**config.mk**
```make
export PLATFORM = sky130hd
export DESIGN_NAME = axi_slave_rw_arbiter_flat
export DESIGN_NICKNAME = d
export VERILOG_FILES = /design/src/rtl/axi_slave_rw_arbiter_if.sv /design/src/rtl/axi_slave_rw_arbiter.sv /design/src/flat_wrapper.sv
export SDC_FILE = /design/constraint.sdc
export NUM_CORES = 1
export LEC_CHECK = 0
export CORE_MARGIN = 4
export CORE_UTILIZATION = 38
export DETAILED_ROUTE_END_ITERATION = 8
export PLACE_DENSITY = 0.67
export SLEW_MARGIN = 20
export SYNTH_ARGS = -nofsm -noshare
export SYNTH_HDL_FRONTEND = slang
export SYNTH_SLANG_ARGS = --single-unit
```
**constraint.sdc**
```tcl
create_clock -name clk -period 5 [get_ports clk]
set_clock_uncertainty 0.2 [all_clocks]
set_input_delay 1 -clock clk [delete_from_list [all_inputs] [get_ports clk]]
set_output_delay 1 -clock clk [all_outputs]
set_load 0.02 [all_outputs]
```
**src/rtl/axi_slave_rw_arbiter_if.sv**
```systemverilog
// Handshake bundle between the AW/AR slave channel modules and the memory arbiter.
// The channel side uses the master modport; the arbiter uses the slave modport.
interface axi_slave_rw_arbiter_if;
   logic aw_req;
   logic ar_req;
   logic aw_hs;
   logic ar_hs;
   logic w_done;
   logic b_done;
   logic r_done;
   logic aw_grant;
   logic ar_grant;
   logic mem_sel;
   logic mem_busy;
   logic timeout_err;

   modport master (
      output aw_req, ar_req, aw_hs, ar_hs, w_done, b_done, r_done,
      input  aw_grant, ar_grant, mem_sel, mem_busy, timeout_err
   );

   modport slave (
      input  aw_req, ar_req, aw_hs, ar_hs, w_done, b_done, r_done,
      output aw_grant, ar_grant, mem_sel, mem_busy, timeout_err
   );
endinterface

```
**src/rtl/axi_slave_rw_arbiter.sv**
```systemverilog
// Single-port data memory arbiter between the AXI slave write and read channel modules.
// Grants one address accept at a time and holds memory ownership for the whole burst.
module axi_slave_rw_arbiter #(
   parameter int unsigned PRIORITY_MODE = 0,
   parameter int unsigned WAIT_BRESP    = 1,
   parameter int unsigned GRANT_TIMEOUT = 16,
   parameter int unsigned TO_CNT_WIDTH  = 8
) (
   input logic                   clk,
   input logic                   rst_n,
   axi_slave_rw_arbiter_if.slave arb
);

   localparam bit                      TO_EN   = (GRANT_TIMEOUT != 0);
   localparam int unsigned             TO_LAST = (GRANT_TIMEOUT == 0) ? 0 : GRANT_TIMEOUT - 1;
   localparam logic [TO_CNT_WIDTH-1:0] TO_LAST_C = TO_CNT_WIDTH'(TO_LAST);
   localparam bit                      HOLD_B  = (WAIT_BRESP != 0);

   typedef enum logic [2:0] {
      IDLE    = 3'd0,
      W_GRANT = 3'd1,
      W_BUSY  = 3'd2,
      W_RESP  = 3'd3,
      R_GRANT = 3'd4,
      R_BUSY  = 3'd5
   } state_t;

   state_t                  state_q, state_d;
   logic                    last_rd_q, last_rd_d;
   logic [TO_CNT_WIDTH-1:0] to_cnt_q, to_cnt_d;
   logic                    pick_w;
   logic                    to_hit;
   logic                    aw_grant_q, aw_grant_d;
   logic                    ar_grant_q, ar_grant_d;
   logic                    mem_sel_q, mem_sel_d;
   logic                    mem_busy_q, mem_busy_d;
   logic                    timeout_err_q, timeout_err_d;

   // State, owner history, timeout counter and registered outputs
   always_ff @(posedge clk or negedge rst_n) begin
      if (!rst_n) begin
         state_q       <= IDLE;
         last_rd_q     <= 1'b1;
         to_cnt_q      <= '0;
         aw_grant_q    <= 1'b0;
         ar_grant_q    <= 1'b0;
         mem_sel_q     <= 1'b0;
         mem_busy_q    <= 1'b0;
         timeout_err_q <= 1'b0;
      end else begin
         state_q       <= state_d;
         last_rd_q     <= last_rd_d;
         to_cnt_q      <= to_cnt_d;
         aw_grant_q    <= aw_grant_d;
         ar_grant_q    <= ar_grant_d;
         mem_sel_q     <= mem_sel_d;
         mem_busy_q    <= mem_busy_d;
         timeout_err_q <= timeout_err_d;
      end
   end

   // Next state, owner update, timeout and next output values
   always_comb begin
      state_d       = state_q;
      last_rd_d     = last_rd_q;
      to_cnt_d      = '0;
      timeout_err_d = 1'b0;
      to_hit        = TO_EN && (to_cnt_q == TO_LAST_C);

      unique case (PRIORITY_MODE)
         1:       pick_w = 1'b1;
         2:       pick_w = 1'b0;
         default: pick_w = last_rd_q;
      endcase

      unique case (state_q)
         IDLE: begin
            if (arb.aw_req && arb.ar_req) begin
               state_d = pick_w ? W_GRANT : R_GRANT;
            end else if (arb.aw_req) begin
               state_d = W_GRANT;
            end else if (arb.ar_req) begin
               state_d = R_GRANT;
            end
         end
         W_GRANT: begin
            // A handshake on the expiry cycle takes precedence over the timeout
            if (arb.aw_hs) begin
               if (arb.w_done) begin
                  if (HOLD_B) begin
                     state_d = W_RESP;
                  end else begin
                     state_d   = IDLE;
                     last_rd_d = 1'b0;
                  end
               end else begin
                  state_d = W_BUSY;
               end
            end else if (to_hit) begin
               state_d       = IDLE;
               last_rd_d     = 1'b0;
               timeout_err_d = 1'b1;
            end else begin
               to_cnt_d = to_cnt_q + TO_CNT_WIDTH'(1);
            end
         end
         W_BUSY: begin
            if (arb.w_done) begin
               if (HOLD_B && !arb.b_done) begin
                  state_d = W_RESP;
               end else begin
                  state_d   = IDLE;
                  last_rd_d = 1'b0;
               end
            end
         end
         W_RESP: begin
            if (arb.b_done) begin
               state_d   = IDLE;
               last_rd_d = 1'b0;
            end
         end
         R_GRANT: begin
            if (arb.ar_hs) begin
               if (arb.r_done) begin
                  state_d   = IDLE;
                  last_rd_d = 1'b1;
               end else begin
                  state_d = R_BUSY;
               end
            end else if (to_hit) begin
               state_d       = IDLE;
               last_rd_d     = 1'b1;
               timeout_err_d = 1'b1;
            end else begin
               to_cnt_d = to_cnt_q + TO_CNT_WIDTH'(1);
            end
         end
         R_BUSY: begin
            if (arb.r_done) begin
               state_d   = IDLE;
               last_rd_d = 1'b1;
            end
         end
         default: begin
            state_d = IDLE;
         end
      endcase

      aw_grant_d = (state_d == W_GRANT);
      ar_grant_d = (state_d == R_GRANT);
      mem_busy_d = (state_d == W_BUSY) || (state_d == W_RESP) || (state_d == R_BUSY);
      // mem_sel keeps its last value through IDLE so the mux does not toggle needlessly
      if ((state_d == R_GRANT) || (state_d == R_BUSY)) begin
         mem_sel_d = 1'b1;
      end else if (state_d == IDLE) begin
         mem_sel_d = mem_sel_q;
      end else begin
         mem_sel_d = 1'b0;
      end
   end

   assign arb.aw_grant    = aw_grant_q;
   assign arb.ar_grant    = ar_grant_q;
   assign arb.mem_sel     = mem_sel_q;
   assign arb.mem_busy    = mem_busy_q;
   assign arb.timeout_err = timeout_err_q;

endmodule
```
**src/flat_wrapper.sv**
```systemverilog
// flat-port wrapper written by rule: the top's interface ports become plain ports
module axi_slave_rw_arbiter_flat 
#(
   parameter int unsigned PRIORITY_MODE = 0,
   parameter int unsigned WAIT_BRESP    = 1,
   parameter int unsigned GRANT_TIMEOUT = 16,
   parameter int unsigned TO_CNT_WIDTH  = 8
)
  (clk, rst_n, arb_aw_req, arb_ar_req, arb_aw_hs, arb_ar_hs, arb_w_done, arb_b_done, arb_r_done, arb_aw_grant, arb_ar_grant, arb_mem_sel, arb_mem_busy, arb_timeout_err);
  axi_slave_rw_arbiter_if arb_i ();
  input logic clk;
  input logic rst_n;
  input wire logic [$bits(arb_i.aw_req)-1:0] arb_aw_req;
  input wire logic [$bits(arb_i.ar_req)-1:0] arb_ar_req;
  input wire logic [$bits(arb_i.aw_hs)-1:0] arb_aw_hs;
  input wire logic [$bits(arb_i.ar_hs)-1:0] arb_ar_hs;
  input wire logic [$bits(arb_i.w_done)-1:0] arb_w_done;
  input wire logic [$bits(arb_i.b_done)-1:0] arb_b_done;
  input wire logic [$bits(arb_i.r_done)-1:0] arb_r_done;
  output wire logic [$bits(arb_i.aw_grant)-1:0] arb_aw_grant;
  output wire logic [$bits(arb_i.ar_grant)-1:0] arb_ar_grant;
  output wire logic [$bits(arb_i.mem_sel)-1:0] arb_mem_sel;
  output wire logic [$bits(arb_i.mem_busy)-1:0] arb_mem_busy;
  output wire logic [$bits(arb_i.timeout_err)-1:0] arb_timeout_err;
  assign arb_i.aw_req = arb_aw_req;
  assign arb_i.ar_req = arb_ar_req;
  assign arb_i.aw_hs = arb_aw_hs;
  assign arb_i.ar_hs = arb_ar_hs;
  assign arb_i.w_done = arb_w_done;
  assign arb_i.b_done = arb_b_done;
  assign arb_i.r_done = arb_r_done;
  assign arb_aw_grant = arb_i.aw_grant;
  assign arb_ar_grant = arb_i.ar_grant;
  assign arb_mem_sel = arb_i.mem_sel;
  assign arb_mem_busy = arb_i.mem_busy;
  assign arb_timeout_err = arb_i.timeout_err;
  axi_slave_rw_arbiter #(.PRIORITY_MODE(PRIORITY_MODE), .WAIT_BRESP(WAIT_BRESP), .GRANT_TIMEOUT(GRANT_TIMEOUT), .TO_CNT_WIDTH(TO_CNT_WIDTH)) u_core (.clk(clk), .rst_n(rst_n), .arb(arb_i));
endmodule
```
==> results.txt <==
Once the clock tree was built, the setup fixing pass inserted 0 buffers. The average via count per standard cell came out at 5.04. Adding up every negative setup slack in the final design gives 0 ns. The worst setup path is captured at a register. The count of clock tree sinks came out at 17. The initialized floorplan defines 17 standard-cell rows.

The peak clock frequency supported by timing came out at 0.399 GHz. The total I/O pin count came out at 14. CTS built an H-tree with a depth of 1. For hold timing, the worst endpoint is u_core.to_cnt_q[0].

The final period demand of the worst path came out at around 2.5 ns. Counting the fill cells in the layout gives 216. In the synthesized netlist, the number of instances is 84.

The count of yosys warnings during synthesis is 0. The count of cells resized by post-cts repair is 0. The wire-length estimate of the detail-placed layout is about 1300 um. The antenna cell count is 0. The clock insertion delay at the later pin of the skew report came out at 0.28 ns. The number of iterations in the first detailed-routing pass came out at 4.

The cell-internal power came out at 0.313 mW. The largest fanout on the critical path is 4. The run finished with clean final reports. The floorplan step defined a core boundary enclosing around 2200 sq um. Counting every net in the synthesized netlist gives 94. Relative to the synthesized area, the layout overhead comes to 20.4%. The aggregate global routing overflow is 0. The number of endpoints failing setup at the final stage is 0. The share of the clock period used by the worst path came out at around half. The number of unique standard cell types used by synthesis came out at 35. The share of power burned in registers is between 40% and 50%. At the end of routability-driven placement, the weighted congestion stood at approximately 0.79. The final routed DRC violation total came out at 0. The number of global-route vias before repair came out at 642. Data on the critical path arrives at its endpoint at 2.49 ns.

The violation count after the first detailed-route iteration is 14. The initial core utilization is roughly two fifths. The tool flagged a number of max-cap violations equal to 0. Summing over every cut layer, the via total after detailed routing is 640.

The path class of the tightest hold or removal check is register to register. The largest individual stage delay along the critical path comes from the cell or4_4. The number of buffers inserted by hold repair at cts came out at 0. The worst hold path begins at u_core.to_cnt_q[0]. The worst-case vdd ir drop came out at 0.240 mV. The number of antenna violations at the first check in global routing came out at 0. The combinational fraction of design power is approximately 44%.

The buffers plus inverters on the worst setup path came out at 1. The number of cells on the worst reg-to-reg path is 5. Summing internal, switching and leakage power gives 0.499 mW.

The global-route wire length before repair came out at 2940 um. The maximum buffer depth of the clock tree came out at 2. The die extent in x is 56.4 um.

The number of input and output port buffers inserted came out at 13. The total power per unit cell area is 466 nW/um^2. The die footprint is 3180 sq um. The worst setup path is of the input pin to register kind. The per-cell routed wire length came out at 13.0 um.

The remaining antenna violation count came out at 0. The end-of-flow core utilization came out at 48.4%. Counting flops with an async set or reset pin after synthesis yields a share of 100%. The average instance area after synthesis is 10.6 sq um.

The sequential-to-total area share from yosys stat is between 40% and 50%. Setup repair after global routing left no endpoint under its margin. The terminus of the critical flop-to-flop path is u_core.arb.aw_grant. The worst pin sits at a relative slew slack of 51.0%. The startpoint of the worst register-to-register path is u_core.to_cnt_q[0]. Traced cell by cell, the critical path runs through clkdlybuf4s50_1 > or3b_1 > a211oi_1 > or4_4 > and3b_1.

For this run, the slowest stage of the critical path takes about 0.57 ns. The startpoint class of the critical path is an input pin. The total routed wirelength came out at 1650 um. The clock network power share is 13.9%. The number of synthesized register bits is 17. The number of buffers created by CTS came out at 3.

The die is roughly 56 um tall. The share of final-layout standard cells stronger than drive strength 1 came out at 11.1%. The net count of the finished layout is 110.

The switching share of power is between 30% and 40%. Yosys mapped a number of flops with a built-in enable equal to 0. The category of cells accounting for the largest share of critical-path delay is simple AND/OR/NAND/NOR gates. The tree is rooted in a clkbuf_4. The pin count of the biggest net entering global routing is 18. The transition time of the tightest slew-check pin is around 0.73 ns. The hold violation total from the final report is 0.

In this run the power spent charging and discharging nets is 0.185 mW. The reg-to-reg setup timing slack came out at 2.98 ns. Setup slack closes at 2.49 ns. The data required time at the worst endpoint came out at 4.98 ns. The overall global routing resource usage came out at 11.8%. The most common flop cell mapped by yosys is dfrtp_1.

The reported leakage power came out at 0.460 nW. The clock-pin slew on the worst setup and hold paths came out at ~0.09 ns. After synthesis the cells add up to 890 sq um. The pre-CTS worst setup slack came out at between 2 and 2.5 ns.

The depth of the worst hold-timing path is 1. The hold slack is ~0.26 ns. The number of max-slew violations in the final report is 0. The CTS tree is built.
[metal layers]
layer | vias to the layer above | track usage [%] | share of wire [%]
met2 | 11 | 19.5 | 51
met3 | 3 | 4.83 | 4.7
li1 | 322 | - | -
met1 | 304 | 14.2 | 44
met5 | - | 0 | 0
met4 | 0 | 3.05 | 0.85
[final cells by class]
class                      count  area [sq um]  area share [%]
timing repair buffer          13           130            12.1
multi-input combinational     61           438            40.9
inverter                       4          15.0            1.40
sequential                    17           427            39.8
clock buffer                   4          26.3            2.45
tap                           28          35.0            3.27
[power by group through the flow]
stage	Combinational, mW	Clock, mW	Sequential [mW]
floorplan	0.153	0	0.214
global placement	0.216	0	0.213
detailed placement	0.220	0	0.212
CTS	0.222	0.0745	0.209
global route	0.241	0.0827	0.217
finish	0.220	0.0692	0.210
[through the flow]
step	area, sq um	std cells
2_1_floorplan	890	84
3_3_place_gp	1040	123
3_5_place_dp	1040	123
4_1_cts	1070	127
5_1_grt	1070	127
6_report	1070	127
[cells by family after synthesis]
family,synth area share (%)
and+or+nand+nor,27.4
DFF,48.0
AOI/OAI and AO/OA,14.5
xor gates and xnor gates,5.91
buffers and inverters,2.81
adders and majority gates,1.41
[cells in the final DEF, fill, tap and decap left out, types with 2 or more instances in the layout]
master           instances
and3_1                   3
nor2b_1                  2
and2_1                   2
nand2_1                  2
nand3b_1                 2
a21oi_1                  4
a211oi_1                 3
nand3_1                  2
nor2_1                  10
dfrtp_1                 16
nand2b_1                 6
inv_1                    4
clkbuf_4                 3
xor2_1                   3
xnor2_1                  3
clkdlybuf4s50_1         13
[Yosys cell counts (2+ instances only)]
master | instances | area [sq um]
a211oi_1 | 3 | 22.5
a21oi_1 | 4 | 20.0
and2_1 | 2 | 12.5
and3_1 | 3 | 18.8
buf_2 | 2 | 10.0
dfrtp_1 | 16 | 400
inv_1 | 4 | 15.0
nand2_1 | 2 | 7.51
nand2b_1 | 6 | 37.5
nand3_1 | 2 | 10.0
nand3b_1 | 2 | 15.0
nor2_1 | 10 | 37.5
nor2b_1 | 2 | 12.5
xnor2_1 | 3 | 26.3
xor2_1 | 3 | 26.3
[how the worst max path moves through the flow]
stage               startpoint                  end  cells after the start
finish               arb_aw_hs  u_core.arb.aw_grant                      5
global route         arb_ar_hs   u_core.to_cnt_q[3]                      5
CTS                  arb_ar_hs   u_core.to_cnt_q[5]                      5
detailed placement   arb_ar_hs   u_core.to_cnt_q[5]                      5
global placement     arb_aw_hs  u_core.arb.aw_grant                      5
floorplan            arb_ar_hs  u_core.arb.aw_grant                      4
[sequential cells by signal, summed over array words and instances (netlist names)]
name and flops:
u_core.arb.ar_grant 1, u_core.arb.timeout_err 1, u_core.arb.aw_grant 1, u_core.arb.mem_busy 1, u_core.to_cnt_q 8, u_core.last_rd_q 1, u_core.arb.mem_sel 1, u_core.state_q 3
Power figures use the tool's default switching activity.
